<file path="src/rtl/cache_axi_bridge_pkg.sv">
// Shared encodings for the cache-to-AXI3 bridge: request types, AXI constants, IDs and FSM states.
package cache_axi_bridge_pkg;

  localparam logic [2:0] TYPE_BYTE = 3'b000;
  localparam logic [2:0] TYPE_HALF = 3'b001;
  localparam logic [2:0] TYPE_WORD = 3'b010;
  localparam logic [2:0] TYPE_LINE = 3'b100;

  localparam logic [1:0] AXI_BURST_INCR = 2'b01;
  localparam logic [2:0] AXI_SIZE_WORD  = 3'b010;

  localparam logic [3:0] ICACHE_ID = 4'd0;
  localparam logic [3:0] DCACHE_ID = 4'd1;

  typedef enum logic {
    AR_IDLE,
    AR_SEND
  } ar_state_t;

  typedef enum logic [1:0] {
    W_IDLE,
    W_SEND,
    W_RESP
  } w_state_t;

  // Latched write request; addr and len are already in AXI form.
  typedef struct packed {
    logic [31:0]  addr;
    logic [7:0]   len;
    logic         line;
    logic [3:0]   wstrb;
    logic [127:0] data;
  } wr_req_t;

  function automatic logic [7:0] burst_len(input logic [2:0] req_type, input int line_words);
    return (req_type == TYPE_LINE) ? 8'(line_words - 1) : 8'd0;
  endfunction

  function automatic logic [31:0] burst_addr(input logic [2:0] req_type, input logic [31:0] addr);
    return (req_type == TYPE_LINE) ? {addr[31:4], 4'b0000} : addr;
  endfunction

endpackage

</file>
<file path="src/rtl/axi_wr_serializer.sv">
// Serialises one dcache line write-back or uncached word store onto AW/W/B.
// AW and W issue the cycle after acceptance; d_wr_rdy stays low until the matching B response.
module axi_wr_serializer #(
  parameter logic [3:0] DCACHE_ID  = cache_axi_bridge_pkg::DCACHE_ID,
  parameter int         LINE_WORDS = 4
) (
  input  logic         clk,
  input  logic         reset,
  input  logic         d_wr_req,
  input  logic [2:0]   d_wr_type,
  input  logic [31:0]  d_wr_addr,
  input  logic [3:0]   d_wr_wstrb,
  input  logic [127:0] d_wr_data,
  output logic         d_wr_rdy,
  output logic [3:0]   awid,
  output logic [31:0]  awaddr,
  output logic [7:0]   awlen,
  output logic [2:0]   awsize,
  output logic [1:0]   awburst,
  output logic         awvalid,
  input  logic         awready,
  output logic [3:0]   wid,
  output logic [31:0]  wdata,
  output logic [3:0]   wstrb,
  output logic         wlast,
  output logic         wvalid,
  input  logic         wready,
  input  logic [3:0]   bid,
  input  logic         bvalid,
  output logic         bready,
  output logic         wr_pending,
  output logic [27:0]  wr_line
);
  import cache_axi_bridge_pkg::*;

  w_state_t   w_state, w_state_nxt;
  wr_req_t    req;
  logic       aw_done, w_done;
  logic [1:0] cnt;
  logic       accept, aw_hs, w_hs;
  logic [1:0] word_sel;
  logic       bready_q;

  assign awid    = DCACHE_ID;
  assign awaddr  = req.addr;
  assign awlen   = req.len;
  assign awsize  = AXI_SIZE_WORD;
  assign awburst = AXI_BURST_INCR;
  assign awvalid = (w_state == W_SEND) && !aw_done;

  assign wid      = DCACHE_ID;
  assign word_sel = req.line ? cnt : req.addr[3:2];
  assign wdata    = req.data[{word_sel, 5'b00000} +: 32];
  assign wstrb    = req.line ? 4'hF : req.wstrb;
  assign wlast    = req.line ? (cnt == 2'(LINE_WORDS - 1)) : 1'b1;
  assign wvalid   = (w_state == W_SEND) && !w_done;

  assign aw_hs      = awvalid && awready;
  assign w_hs       = wvalid && wready;
  assign bready     = bready_q;
  // Must not look at d_wr_req: the dcache qualifies its request with this.
  assign d_wr_rdy   = !reset && (w_state == W_IDLE);
  assign wr_pending = (w_state != W_IDLE);
  assign wr_line    = req.addr[31:4];

  always_ff @(posedge clk) begin
    if (reset) w_state <= W_IDLE;
    else       w_state <= w_state_nxt;
  end

  always_comb begin
    w_state_nxt = w_state;
    accept      = 1'b0;
    case (w_state)
      W_IDLE: begin
        if (d_wr_req && !reset) begin
          accept      = 1'b1;
          w_state_nxt = W_SEND;
        end
      end
      W_SEND: begin
        if ((aw_done || aw_hs) && (w_done || (w_hs && wlast))) w_state_nxt = W_RESP;
      end
      W_RESP: begin
        if (bvalid && bready && (bid == DCACHE_ID)) w_state_nxt = W_IDLE;
      end
      default: w_state_nxt = W_IDLE;
    endcase
  end

  always_ff @(posedge clk) begin
    if (reset) begin
      req      <= '0;
      aw_done  <= 1'b0;
      w_done   <= 1'b0;
      cnt      <= 2'd0;
      bready_q <= 1'b0;
    end else begin
      bready_q <= 1'b1;
      if (accept) begin
        req <= '{addr:  burst_addr(d_wr_type, d_wr_addr),
                 len:   burst_len(d_wr_type, LINE_WORDS),
                 line:  (d_wr_type == TYPE_LINE),
                 wstrb: d_wr_wstrb,
                 data:  d_wr_data};
        aw_done <= 1'b0;
        w_done  <= 1'b0;
        cnt     <= 2'd0;
      end else begin
        if (aw_hs) aw_done <= 1'b1;
        if (w_hs) begin
          cnt <= cnt + 2'd1;
          if (wlast) w_done <= 1'b1;
        end
      end
    end
  end

endmodule

</file>
<file path="src/rtl/cache_axi_bridge.sv">
// Bridges icache/dcache refill and write-back requests onto one AXI3 master; dcache wins AR arbitration.
// AR issues the cycle after grant, R beats pass through combinationally by ID; a write blocks same-line dcache reads.
module cache_axi_bridge #(
  parameter logic [3:0] ICACHE_ID  = cache_axi_bridge_pkg::ICACHE_ID,
  parameter logic [3:0] DCACHE_ID  = cache_axi_bridge_pkg::DCACHE_ID,
  parameter int         LINE_WORDS = 4
) (
  input  logic         clk,
  input  logic         reset,
  input  logic         i_rd_req,
  input  logic [2:0]   i_rd_type,
  input  logic [31:0]  i_rd_addr,
  output logic         i_rd_rdy,
  output logic         i_ret_valid,
  output logic         i_ret_last,
  output logic [31:0]  i_ret_data,
  input  logic         d_rd_req,
  input  logic [2:0]   d_rd_type,
  input  logic [31:0]  d_rd_addr,
  output logic         d_rd_rdy,
  output logic         d_ret_valid,
  output logic         d_ret_last,
  output logic [31:0]  d_ret_data,
  input  logic         d_wr_req,
  input  logic [2:0]   d_wr_type,
  input  logic [31:0]  d_wr_addr,
  input  logic [3:0]   d_wr_wstrb,
  input  logic [127:0] d_wr_data,
  output logic         d_wr_rdy,
  output logic [3:0]   arid,
  output logic [31:0]  araddr,
  output logic [7:0]   arlen,
  output logic [2:0]   arsize,
  output logic [1:0]   arburst,
  output logic         arvalid,
  input  logic         arready,
  input  logic [3:0]   rid,
  input  logic [31:0]  rdata,
  input  logic [1:0]   rresp,
  input  logic         rlast,
  input  logic         rvalid,
  output logic         rready,
  output logic [3:0]   awid,
  output logic [31:0]  awaddr,
  output logic [7:0]   awlen,
  output logic [2:0]   awsize,
  output logic [1:0]   awburst,
  output logic         awvalid,
  input  logic         awready,
  output logic [3:0]   wid,
  output logic [31:0]  wdata,
  output logic [3:0]   wstrb,
  output logic         wlast,
  output logic         wvalid,
  input  logic         wready,
  input  logic [3:0]   bid,
  input  logic [1:0]   bresp,
  input  logic         bvalid,
  output logic         bready,
  output logic [1:0]   arlock,
  output logic [3:0]   arcache,
  output logic [2:0]   arprot,
  output logic [1:0]   awlock,
  output logic [3:0]   awcache,
  output logic [2:0]   awprot
);
  import cache_axi_bridge_pkg::*;

  ar_state_t   ar_state, ar_state_nxt;
  logic [1:0]  busy;          // [0] icache, [1] dcache
  logic [3:0]  arid_q;
  logic [31:0] araddr_q;
  logic [7:0]  arlen_q;
  logic        rready_q;
  logic        grant_i, grant_d;
  logic        i_elig, d_elig;
  logic        wr_pending;
  logic [27:0] wr_line;
  logic        hazard;
  logic        r_hit_i, r_hit_d;
  logic        unused_resp;

  assign unused_resp = ^{rresp, bresp};

  assign arlock  = 2'b00;
  assign arcache = 4'b0000;
  assign arprot  = 3'b000;
  assign awlock  = 2'b00;
  assign awcache = 4'b0000;
  assign awprot  = 3'b000;

  // Compared against the latched write only, so a same-cycle read/write pair is not blocked.
  assign hazard = wr_pending && (d_rd_addr[31:4] == wr_line);
  assign d_elig = d_rd_req && !busy[1] && !hazard;
  assign i_elig = i_rd_req && !busy[0];

  assign arid    = arid_q;
  assign araddr  = araddr_q;
  assign arlen   = arlen_q;
  assign arsize  = AXI_SIZE_WORD;
  assign arburst = AXI_BURST_INCR;
  assign arvalid = (ar_state == AR_SEND);

  always_ff @(posedge clk) begin
    if (reset) ar_state <= AR_IDLE;
    else       ar_state <= ar_state_nxt;
  end

  always_comb begin
    ar_state_nxt = ar_state;
    grant_i      = 1'b0;
    grant_d      = 1'b0;
    i_rd_rdy     = 1'b0;
    d_rd_rdy     = 1'b0;
    case (ar_state)
      AR_IDLE: begin
        if (!reset) begin
          if (d_elig) begin
            grant_d      = 1'b1;
            d_rd_rdy     = 1'b1;
            ar_state_nxt = AR_SEND;
          end else if (i_elig) begin
            grant_i      = 1'b1;
            i_rd_rdy     = 1'b1;
            ar_state_nxt = AR_SEND;
          end
        end
      end
      AR_SEND: begin
        if (arready) ar_state_nxt = AR_IDLE;
      end
      default: ar_state_nxt = AR_IDLE;
    endcase
  end

  // Unknown IDs match neither client and are silently consumed.
  assign rready  = rready_q;
  assign r_hit_i = rvalid && rready_q && (rid == ICACHE_ID);
  assign r_hit_d = rvalid && rready_q && (rid == DCACHE_ID);

  assign i_ret_valid = r_hit_i;
  assign i_ret_last  = rlast;
  assign i_ret_data  = rdata;
  assign d_ret_valid = r_hit_d;
  assign d_ret_last  = rlast;
  assign d_ret_data  = rdata;

  always_ff @(posedge clk) begin
    if (reset) begin
      busy     <= 2'b00;
      arid_q   <= 4'd0;
      araddr_q <= 32'd0;
      arlen_q  <= 8'd0;
      rready_q <= 1'b0;
    end else begin
      rready_q <= 1'b1;
      if (r_hit_i && rlast) busy[0] <= 1'b0;
      if (r_hit_d && rlast) busy[1] <= 1'b0;
      if (grant_d) begin
        busy[1]  <= 1'b1;
        arid_q   <= DCACHE_ID;
        araddr_q <= burst_addr(d_rd_type, d_rd_addr);
        arlen_q  <= burst_len(d_rd_type, LINE_WORDS);
      end else if (grant_i) begin
        busy[0]  <= 1'b1;
        arid_q   <= ICACHE_ID;
        araddr_q <= burst_addr(i_rd_type, i_rd_addr);
        arlen_q  <= burst_len(i_rd_type, LINE_WORDS);
      end
    end
  end

  axi_wr_serializer #(
    .DCACHE_ID  (DCACHE_ID),
    .LINE_WORDS (LINE_WORDS)
  ) u_wr (
    .clk        (clk),
    .reset      (reset),
    .d_wr_req   (d_wr_req),
    .d_wr_type  (d_wr_type),
    .d_wr_addr  (d_wr_addr),
    .d_wr_wstrb (d_wr_wstrb),
    .d_wr_data  (d_wr_data),
    .d_wr_rdy   (d_wr_rdy),
    .awid       (awid),
    .awaddr     (awaddr),
    .awlen      (awlen),
    .awsize     (awsize),
    .awburst    (awburst),
    .awvalid    (awvalid),
    .awready    (awready),
    .wid        (wid),
    .wdata      (wdata),
    .wstrb      (wstrb),
    .wlast      (wlast),
    .wvalid     (wvalid),
    .wready     (wready),
    .bid        (bid),
    .bvalid     (bvalid),
    .bready     (bready),
    .wr_pending (wr_pending),
    .wr_line    (wr_line)
  );

endmodule

</file>
<file path="config.mk">
export PLATFORM = sky130hd
export DESIGN_NAME = cache_axi_bridge
export DESIGN_NICKNAME = d
export VERILOG_FILES = /design/src/rtl/cache_axi_bridge_pkg.sv /design/src/rtl/axi_wr_serializer.sv /design/src/rtl/cache_axi_bridge.sv
export SDC_FILE = /design/constraint.sdc
export NUM_CORES = 1
export LEC_CHECK = 0
export CORE_AREA = 2 2 203 205
export CTS_CLUSTER_DIAMETER = 100
export DETAILED_ROUTE_END_ITERATION = 16
export DIE_AREA = 0 0 205 207
export DONT_BUFFER_PORTS = 1
export PLACE_DENSITY = 0.48
export SYNTH_ARGS = -nofsm -noshare
export SYNTH_HDL_FRONTEND = slang
export SYNTH_SLANG_ARGS = --single-unit
export TNS_END_PERCENT = 10
</file>
<file path="constraint.sdc">
create_clock -name clk -period 2.2 [get_ports clk]
set_clock_uncertainty 0.15 [all_clocks]
set_input_delay 0.44 -clock clk [delete_from_list [all_inputs] [get_ports clk]]
set_output_delay 0.44 -clock clk [all_outputs]
set_load 0.02 [all_outputs]
</file>
==> Word level (Yosys, flattened, before mapping) <==
Cells that the tools add are included.
{ "totals": {"ff_bits": 224, "output_inout_bits": 233} }
{ "classes": {"mux": 37, "n_addsub": 1, "n_shift": 1, "n_bitwise": 1, "eq_ne": 12, "n_reduce_logical": 35} }
{ "ops": {"columns": ["op", "n"], "rows": [
  ["128-bit by 8-bit indexed part select with 32-bit output", 1],
  ["32-bit two-way mux", 2],
  ["28-bit == test", 1],
  ["1-bit two-way mux", 20],
  ["1-bit logical AND", 19],
  ["4-bit two-way mux", 4],
  ["8-bit two-way mux", 2],
  ["2-bit two-way mux", 7],
  ["3-bit == test, second input constant", 3],
  ["4-bit by 1-bit == test with 1-bit output, second input constant", 2],
  ["1-bit zero test", 6],
  ["2-bit case mux with 3 select lines", 1],
  ["2-bit nonzero test", 3],
  ["2-bit == test, second input constant", 2],
  ["4-bit zero test", 1],
  ["2-bit != test, second input constant", 2],
  ["3-bit AND reduction", 1],
  ["2-bit by 1-bit adder with 2-bit output, second input constant", 1],
  ["2-bit by 1-bit == test with 1-bit output, second input constant", 1],
  ["2-bit zero test", 1],
  ["1-bit logical OR", 2],
  ["2-bit by 1-bit != test with 1-bit output, second input constant", 1],
  ["1-bit case mux with 2 select lines", 1],
  ["2-bit AND reduction", 1],
  ["2 further kinds", 2]
]} }

==> Longest topological paths before layout <==
Gate-level depths: netlist of run 1.
{ "depth": {"ltp_word": 9, "mapped_depth": 8, "depth_no_buf": 6} }

==> By module <==
A second synthesis of run 1 with hierarchy kept.
{ "unflattened": {"hier_cells": 1261, "area_unflattened_um2": 10527.6} }
{ "by_module_without_submodules": {"columns": ["mod", "n_inst", "area_each_um2", "cells_per_inst"], "rows": [
  ["axi_wr_serializer", 1, 7465.9, 882],
  ["cache_axi_bridge", 1, 3061.7, 379]
]} }

==> Worst setup path before layout of run 1 <==
Ideal clock, no wire load.
{ "synth_path": {"path_type": "reg2out", "from": "reg u_wr.awlen[0] (netlist name)", "to": "out wdata[0]", "setup_slack_ns": -0.103, "arrival_time_ns": 1.713, "required_time_ns": 1.610, "n_path_buf": 2, "stages_incl_launch_ff": 5, "cell_sequence": "dfxtp_1 -> buf_2 -> mux2i_2 -> buf_4 -> mux4_2"} }
{ "synth_rtl": {"columns": ["element", "line_no", "source"], "rows": [
  ["end, declared", "cache_axi_bridge.sv:51", "output logic [31:0] wdata,"]
]} }

==> impl_metrics.env, run 1 <==
export IMPL_synth_seq_cells=209
export IMPL_rrSetupSlack_ps=-100
export IMPL_rr_endpoint="araddr[29]$_SDFFE_PP0P_"
export IMPL_whs_ps=-173
export IMPL_syn_area_per_cell_sq_um=8.45
export IMPL_yosysMostFrequentCell="nand2_1"
export IMPL_total_power_uw=9980
export IMPL_portBuffers=0
export IMPL_routed_via_density=4.44
export IMPL_die_area_sq_mm=0.0424
export IMPL_place_ws_ps=-178
export IMPL_firstDrtPassIters=5
export IMPL_power_leakage_uw=0.00493
export IMPL_drt_antenna_violating_nets=0
export IMPL_failed_checks="hold timing, setup timing"
export IMPL_antenna_found_initial=6
export IMPL_dieHeight_um=207
export IMPL_synthTopCellsByArea="dfxtp_1, nand2_1, buf_4"
export IMPL_rsz0062_at_grt="true"
export IMPL_min_from="reset"
export IMPL_tightestPinTransition_ps=509
export IMPL_seqPwrFrac=0.431
export IMPL_netlist_area_sq_mm=0.0101
export IMPL_path_clk_slew_ps=60
export IMPL_routedWlPerCell_um=18.0
export IMPL_synth_edf_count=0
export IMPL_comb_power_share=0.156
export IMPL_yosys_area_top_type="dfxtp_1"
export IMPL_power_frac_clock=0.414
export IMPL_hold_path_class="in2reg"
export IMPL_netlist_top_cells_count="nand2_1, dfxtp_1, a21oi_1"
export IMPL_required_ps=1610
export IMPL_clock_latency_ps=540
export IMPL_htree_levels=1
export IMPL_final_util=0.320
export IMPL_syn2layout_area_growth_pct=27.9
export IMPL_grt_pass1_vias=7960
export IMPL_p_switching_uw=2740
export IMPL_drtIter0Drc=444
export IMPL_synthFlopType="dfxtp_1"
export IMPL_min_to="u_wr.req[131]$_SDFFE_PP0P_"
export IMPL_crit_fanout=8
export IMPL_yosysTopAreaCellShare=0.414
export IMPL_fmax_mhz=374
export IMPL_drive_gt1_frac=0.170
export IMPL_maxCapViolations=0
export IMPL_grt_pass1_wl_mm=47.6
export IMPL_pwr_density_cell_mw_per_mm2=773
export IMPL_rows=74
export IMPL_dp_hpwl_mm=23.4
export IMPL_async_reset_ff_frac=0
export IMPL_timing_rr_start="u_wr.awaddr[22]$_SDFFE_PP0P_"
export IMPL_criticalPathCategory="reg2out"
export IMPL_global_route_usage_total=0.145
export IMPL_setup_viol=64
export IMPL_cp_start_kind="register"
export IMPL_maxSlewViolCount=0
export IMPL_clk_path_buf_depth=3
export IMPL_cts_root_buf="clkbuf_16"
export IMPL_io_pins=525
export IMPL_vdd_ir_drop_worst_uv=621
export IMPL_yosysUniqueCellTypes=41
export IMPL_worst_slack_ps=-473
export IMPL_yosysSeqAreaShare=0.414
export IMPL_totalWireLength_mm=33.1
export IMPL_fin_crit_sh=1.22
export IMPL_cp_arrival_ps=2080
export IMPL_synthCells=1195
export IMPL_hold_depth=1
export IMPL_drc=0
export IMPL_yosysWarnings=0
export IMPL_reg2reg_depth=9
export IMPL_grt_max_degree=206
export IMPL_vias=8177
export IMPL_finalHoldViolations=65
export IMPL_cts_buffers_inserted=25
export IMPL_grt_overflow_total=0
export IMPL_cts_tree="built"
export IMPL_max_slew_margin=0.660
export IMPL_p_int_uw=7240
export IMPL_outcome="complete, but fails checks"
export IMPL_gp_congestion=0.818
export IMPL_die_w_um=205
export IMPL_period_needed_ps=2670
export IMPL_fin_nets=1578
export IMPL_cp_end_kind="primary output"
export IMPL_coreArea_sq_mm=0.0404
export IMPL_sw_frac_of_total=0.274
export IMPL_clock_sinks=209
export IMPL_start_util=0.250
-- layer usage --
metal  share of wire  up-vias  global-route usage
met5         0.00039        -                   0
met4           0.038        2              0.0603
met2            0.49      357               0.254
met3            0.11       56              0.0680
li1                -     3938                   -
met1            0.36     3824               0.147
-- cells by family (layout without fill, tap and decap cells) --
family	count (synthesis)	after routing	share of synthesized area
simple gates	440	440	0.174
buf+inv	233	293	0.153
flops	209	209	0.414
xor+xnor	29	29	0.0252
compound gates	213	213	0.110
fa+ha+maj	1	1	0.00124
other cells	2	57	0.000744
mux	68	68	0.121
-- area by class of cell --
cell class / count / area [sq um]
fillers: 4289 / 27500
multi-input cells: 802 / 4680
flip-flops and latches: 209 / 4200
repair buffers: 243 / 2510
clock buffers: 38 / 744
well taps: 532 / 666
clock inverters: 8 / 72.6
inverters: 4 / 15.0
diodes: 6 / 15.0
-- power groups by stage --
| stage | combinational [uW] | clock [uW] | sequential (uW) |
|---|---|---|---|
| floorplan | 1270 | 0 | 4310 |
| global placement | 1240 | 0 | 4360 |
| detailed placement | 1260 | 0 | 4370 |
| CTS | 1460 | 4250 | 4290 |
| global route | 1690 | 4440 | 4320 |
| finish | 1560 | 4130 | 4300 |
-- placed cells by master (no fill, tap or decap), types with 14 or more instances in the layout --
cell type / instances
dlygate4sd3_1: 162
dfxtp_1: 195
xnor2_1: 23
clkbuf_16: 25
a21oi_1: 197
buf_4: 55
conb_1: 51
mux4_2: 32
mux2_4: 28
nand2_1: 389
buf_12: 14
-- flip-flops by register name (all words and copies together) (netlist names) --
name,count
u_wr.aw_done,1
u_wr.req,132
arvalid,1
arid,1
busy,2
u_wr.awlen,1
arlen,1
araddr,32
u_wr.w_done,1
u_wr.bready,1
u_wr.cnt,2
u_wr.w_state,2
u_wr.awaddr,32
-- worst max-delay path, cell delays in order, from the launching register on --
cell and delay, ps:
dfxtp_2 360, mux2i_4 240, buf_12 170, buf_16 150
mux4_2 600
-- worst max-delay path by stage --
| stage | from | end | slack [ps] | cells after the start |
|---|---|---|---|---|
| floorplan | u_wr.awlen[0]$_SDFFE_PP0P_ | wdata[0] | 10 | 4 |
| global placement | d_rd_addr[18] | i_rd_rdy | -230 | 7 |
| detailed placement | d_rd_addr[22] | i_rd_rdy | -180 | 7 |
| CTS | u_wr.awlen[0]$_SDFFE_PP0P_ | wdata[1] | -520 | 4 |
| global route | u_wr.awlen[0]$_SDFFE_PP0P_ | wdata[1] | -560 | 4 |
| finish | u_wr.awlen[0]$_SDFFE_PP0P_ | wdata[19] | -470 | 4 |
-- what timing repair did --
| item | in CTS | in global routing |
|---|---|---|
| resized for setup | 29 | 23 |
| hold buffers | 109 | 53 |
| cloned | 2 | 0 |
| pin swaps | 7 | 7 |
| setup buffers | 2 | 2 |
| hold endpoints to repair | 206 | 156 |
| endpoints found under the setup margin | 69 | 81 |
-- through the flow --
step | std cells | area, sq um | TNS [ps] | hold WS, ps
finish | 1842 | 12900 | -17270 | -173
global route | 1840 | 12900 | -22670 | -218
CTS | 1781 | 12300 | -17650 | -201
detailed placement | 1622 | 10200 | -5670 | 293
global placement | 1622 | 10200 | -6400 | 286
floorplan | 1244 | 10300 | 0 | 281
Note: power is estimated with default switching activity, not from simulation.
==> run 2, diff against run 1 <==
Settings changed: CORE_AREA 2 2 203 205 to 2 2 201 203, DIE_AREA 0 0 205 207 to 0 0 203 205, PLACE_DENSITY 0.48 to 0.47, SKIP_LAST_GASP from default to 1, SYNTH_HIERARCHICAL from default to 1.
==> impl_metrics.env, run 2 <==
export IMPL_largest_reg_flops=132
export IMPL_hold_path_class="in2reg"
export IMPL_portBuffers=0
export IMPL_vdd_ir_drop_worst_uv=453
export IMPL_drc=0
export IMPL_async_reset_ff_frac=0
export IMPL_grt_max_degree=241
export IMPL_rsz0062_at_grt="true"
export IMPL_final_cell_mix="nand2_1, a21oi_1, dfxtp_1"
export IMPL_rows=73
export IMPL_cts_tree="built"
export IMPL_gp_congestion=0.824
export IMPL_clock_latency_ps=530
export IMPL_cp_arrival_ps=2120
export IMPL_path_clk_slew_ps=60
export IMPL_path_cells="mux2i_4 -> buf_12 -> buf_12 -> mux4_2"
export IMPL_drt_antenna_violating_nets=0
export IMPL_drive_gt1_frac=0.159
export IMPL_setup_viol=53
export IMPL_global_route_usage_total=0.149
export IMPL_drtIter0Drc=414
export IMPL_worst_slack_ps=-510
export IMPL_netlist_area_sq_mm=0.0105
export IMPL_place_ws_ps=-138
export IMPL_cp_buffers_inverters=2
export IMPL_crit_family="multiplexers"
export IMPL_failed_checks="hold timing, setup timing"
export IMPL_synthFlopType="dfxtp_1"
export IMPL_totalWireLength_mm=33.4
export IMPL_finalHoldViolations=68
export IMPL_yosysSeqAreaShare=0.399
export IMPL_coreArea_sq_mm=0.0394
export IMPL_syn2layout_area_growth_pct=24.1
export IMPL_outcome="complete, but fails checks"
export IMPL_dp_hpwl_mm=23.6
export IMPL_mostFrequentLayoutCell="nand2_1"
export IMPL_period_needed_ps=2710
export IMPL_synth_edf_count=0
export IMPL_start_util=0.267
export IMPL_synth_seq_cells=210
export IMPL_postLayoutCellArea_sq_mm=0.0131
export IMPL_io_pins=525
export IMPL_routed_via_density=4.45
export IMPL_syn_area_per_cell_sq_um=8.35
export IMPL_synthTopCellsByArea="dfxtp_1, nand2_1, buf_4"
export IMPL_synthCells=1261
export IMPL_grt_pass1_wl_mm=47.9
export IMPL_place_area_sq_mm=0.0104
export IMPL_firstDrtPassIters=8
export IMPL_fin_crit_sh=1.23
export IMPL_required_ps=1610
export IMPL_die_area_sq_mm=0.0416
export IMPL_vias=8296
export IMPL_cts_buffers_inserted=25
export IMPL_whs_ps=-136
export IMPL_fin_nets=1615
export IMPL_yosysMostFrequentCell="nand2_1"
export IMPL_yosysTopAreaCellShare=0.399
export IMPL_cp_start_kind="register"
export IMPL_crit_fanout=8
export IMPL_max_stage_delay_ps=590
export IMPL_criticalPathCategory="reg2out"
export IMPL_max_slew_margin=0.648
export IMPL_cts_root_buf="clkbuf_16"
export IMPL_htree_levels=1
export IMPL_top_register="u_wr/req"
export IMPL_pwr_density_cell_mw_per_mm2=748
export IMPL_crit_slowest_cell="mux4_2"
export IMPL_yosysWarnings=6
export IMPL_fin_tns_setup_ps=-16050
export IMPL_clock_sinks=210
export IMPL_power_leakage_uw=0.00490
export IMPL_clk_path_buf_depth=3
export IMPL_routedWlPerCell_um=17.9
export IMPL_maxCapViolations=0
export IMPL_netlist_top_cells_count="nand2_1, dfxtp_1, a21oi_1"
export IMPL_yosysUniqueCellTypes=45
export IMPL_die_w_um=203
export IMPL_fmax_mhz=369
export IMPL_yosys_area_top_type="dfxtp_1"
export IMPL_grt_pass1_vias=8007
export IMPL_crit_top_cell="buf_12"
export IMPL_grt_overflow_total=0
export IMPL_dieHeight_um=205
export IMPL_antenna_found_initial=1
export IMPL_cp_end_kind="primary output"
export IMPL_maxSlewViolCount=0
export IMPL_tightestPinTransition_ps=527
export IMPL_final_util=0.332
==> run 2: cell count changes after synthesis, sizes merged, moves of 3 or more <==
cell | before | now
buf | 190 | 222
nor2b | 2 | 31
nor2 | 15 | 10
nand2 | 390 | 393
nand3 | 5 | 8
nor3 | 6 | 3
==> run 2: final cells by class <==
class,count,area [sq um]
antenna,1,2.50
clock buffer,38,774
clock inverter,5,53.8
fill,4149,26300
inverter,2,7.51
multi-input combinational,836,4880
sequential,210,4220
tap,525,657
timing repair buffer,247,2460
==> run 2: where the power goes <==
group	leakage, uW	switching (uW)	total [uW]	internal, uW
clock network	0.000414	1660	4180	2520
logic	0.00276	699	1360	661
registers	0.00172	223	4240	4010
==> run 2: what timing repair did <==
item,4_1_cts,5_1_grt
hold endpoints to repair,194,167
endpoints found under the setup margin,66,68
gates cloned,1,0
hold buffers,99,67
setup buffers,2,3
resized for setup,10,21
pin swaps,4,13
==> run 2: worst paths after layout <==
| path | from | endpoint | slack, ps | cells past startpoint |
|---|---|---|---|---|
| max | u_wr/awlen[0]$_SDFFE_PP0P_ | wdata[5] | -510 | 4 |
| min | reset | u_wr/awaddr[5]$_SDFFE_PP0P_ | -140 | 1 |
| max reg2reg | u_wr/awaddr[13]$_SDFFE_PP0P_ | araddr[6]$_SDFFE_PP0P_ | -30 | 8 |
| min reg2reg | u_wr/req[28]$_SDFFE_PP0P_ | u_wr/req[28]$_SDFFE_PP0P_ | 300 | 2 |
==> run 2: worst reg2reg max path, cell delays in order, from the launching register on <==
cell,delay [ps]
dfxtp_1,320
xnor2_1,180
nand4_1,190
nor4_4,60
buf_4,150
buf_4,140
a211oi_4,350
buf_12,220
mux2_2,350
==> run 2: cells by family after synthesis <==
kind of cell / count (synthesis) / synth area share
AND/OR/NAND/NOR: 472 / 0.187
buffers and inverters: 262 / 0.169
AO/OA/AOI/OAI: 215 / 0.107
flip-flops: 210 / 0.399
multiplexers: 68 / 0.111
XOR/XNOR: 29 / 0.0241
other: 4 / 0.00143
adder cells (fa/ha/maj): 1 / 0.00119
==> run 2: layer usage <==
layer,track usage,share of wire
met1,0.165,0.39
met2,0.262,0.49
met3,0.0611,0.10
met4,0.0443,0.022
met5,0,0
==> run 2: metrics by stage <==
stage,total power [uW],instances
after floorplan,5440,1308
after global placement,5400,1651
after detailed placement,5420,1651
after CTS,9810,1796
after global routing,10200,1863
final,9770,1864
==> run 3, diff against run 2 <==
Settings changed: HOLD_SLACK_MARGIN from default to 0.02, PLACE_DENSITY 0.47 to default.
==> impl_metrics.env, run 3 (synthesized netlist as in run 2, its figures left out) <==
export IMPL_die_w_um=203
export IMPL_whs_ps=-159
export IMPL_drtIter0Drc=520
export IMPL_grt_overflow_total=0
export IMPL_dr_wl_met2_mm=15.9
export IMPL_pwr_density_cell_mw_per_mm2=773
export IMPL_cp_end_kind="primary output"
export IMPL_rows=73
export IMPL_mostFrequentLayoutCell="nand2_1"
export IMPL_htree_levels=1
export IMPL_power_leakage_uw=0.00483
export IMPL_tightestPinTransition_ps=554
export IMPL_p_int_uw=7390
export IMPL_power_frac_clock=0.444
export IMPL_hold_path_class="in2reg"
export IMPL_largest_reg_flops=132
export IMPL_place_ws_ps=-117
export IMPL_gp_congestion=0.834
export IMPL_failed_checks="hold timing, setup timing"
export IMPL_fin_nets=1615
export IMPL_drc=0
export IMPL_postLayoutCellArea_sq_mm=0.0129
export IMPL_fmax_mhz=365
export IMPL_crit_fanout=17
export IMPL_vdd_ir_drop_worst_uv=620
export IMPL_max_slew_margin=0.631
export IMPL_grt_pass1_vias=8248
export IMPL_maxCapViolations=0
export IMPL_path_clk_slew_ps=60
export IMPL_reg2reg_depth=8
export IMPL_period_needed_ps=2740
export IMPL_met1_length_mm=11.9
export IMPL_coreArea_sq_mm=0.0394
export IMPL_rrSetupSlack_ps=-20
export IMPL_clk_path_buf_depth=3
export IMPL_antenna_found_initial=3
export IMPL_fin_tns_setup_ps=-17720
export IMPL_totalWireLength_mm=32.8
export IMPL_firstDrtPassIters=5
export IMPL_cp_start_kind="register"
export IMPL_sw_frac_of_total=0.261
export IMPL_final_util=0.329
export IMPL_top_register="u_wr/req"
export IMPL_setup_viol=51
export IMPL_global_route_usage_total=0.144
export IMPL_cts_buffers_inserted=25
export IMPL_clock_sinks=210
export IMPL_maxSlewViolCount=0
export IMPL_p_switching_uw=2610
export IMPL_io_pins=525
export IMPL_comb_power_share=0.133
export IMPL_start_util=0.267
export IMPL_worst_slack_ps=-542
export IMPL_finalHoldViolations=147
export IMPL_die_area_sq_mm=0.0416
export IMPL_drt_antenna_violating_nets=0
export IMPL_cp_arrival_ps=2150
export IMPL_routedWlPerCell_um=17.6
export IMPL_cts_root_buf="clkbuf_16"
export IMPL_routed_via_density=4.57
export IMPL_vias=8534
export IMPL_syn2layout_area_growth_pct=23.0
export IMPL_seqPwrFrac=0.423
export IMPL_portBuffers=0
export IMPL_cts_tree="built"
export IMPL_fin_crit_sh=1.25
export IMPL_required_ps=1610
export IMPL_dp_hpwl_mm=22.7
export IMPL_final_cell_mix="nand2_1, dfxtp_1, a21oi_1"
export IMPL_drive_gt1_frac=0.153
export IMPL_outcome="complete, but fails checks"
export IMPL_criticalPathCategory="reg2out"
export IMPL_grt_pass1_wl_mm=46.5
export IMPL_met3_length_mm=3.49
export IMPL_clock_latency_ps=550
export IMPL_top_layer="met5"
export IMPL_place_area_sq_mm=0.0104
export IMPL_rsz0062_at_grt="true"
export IMPL_grt_max_degree=241
export IMPL_dieHeight_um=205
export IMPL_hold_depth=1
run 3: cell types whose count changed in the layout (fill, tap and decap cells not counted), sizes merged:
cell,previous run,this run
bufinv,1,4
clkbuf,39,34
clkinv,3,4
clkinvlp,0,2
dlygate4sd3,166,160
buf,80,87
run 3: final timing paths:
| kind | to | from |
|---|---|---|
| min reg2reg | busy[1]$_SDFFE_PP0P_ | busy[1]$_SDFFE_PP0P_ |
| min | u_wr/awaddr[21]$_SDFFE_PP0P_ | reset |
| max | wdata[20] | u_wr/awlen[0]$_SDFFE_PP0P_ |
| max reg2reg | araddr[12]$_SDFFE_PP0P_ | u_wr/w_state[1]$_SDFFE_PP0P_ |
run 3: cell type report:
class	count	area, sq um
sequential	210	4210
timing repair buffer	247	2380
clock buffer	34	709
antenna	1	2.50
clock inverter	11	183
multi-input combinational	836	4800
inverter	2	7.51
fill	3940	26400
tap	525	657
run 3: metrics by stage:
stage / total power, uW / hold WS (ps) / std cells
finish: 10000 / -159 / 1866
global placement: 5370 / 285 / 1655
detailed placement: 5400 / 289 / 1655
global route: 10400 / -188 / 1866
floorplan: 5440 / 281 / 1308
CTS: 10100 / -194 / 1839
run 3: power by group through the flow:
stage | clock (uW) | sequential, uW | combinational, uW
3_3_place_gp | 0 | 4310 | 1060
6_report | 4440 | 4230 | 1330
5_1_grt | 4710 | 4250 | 1440
4_1_cts | 4550 | 4230 | 1280
3_5_place_dp | 0 | 4320 | 1080
2_1_floorplan | 0 | 4260 | 1170
run 3: critical path, cell delays in order (launching register included):
cell,delay (ps)
dfxtp_4,390
mux2i_4,250
buf_12,190
buf_4,180
mux4_2,580
run 3: repair_timing:
item                                    4_1_cts  5_1_grt
buffers inserted                              3        2
hold buffers                                136       24
endpoints found under the setup margin       56       69
endpoints found under the hold margin       201      170
gates resized for setup                       1        6
run 3: metal layers:
metal / up-vias / GRT usage
li1: 4041 / -
met1: 3988 / 0.153
met2: 432 / 0.251
met3: 71 / 0.0576
met4: 2 / 0.0626
met5: - / 0.00238
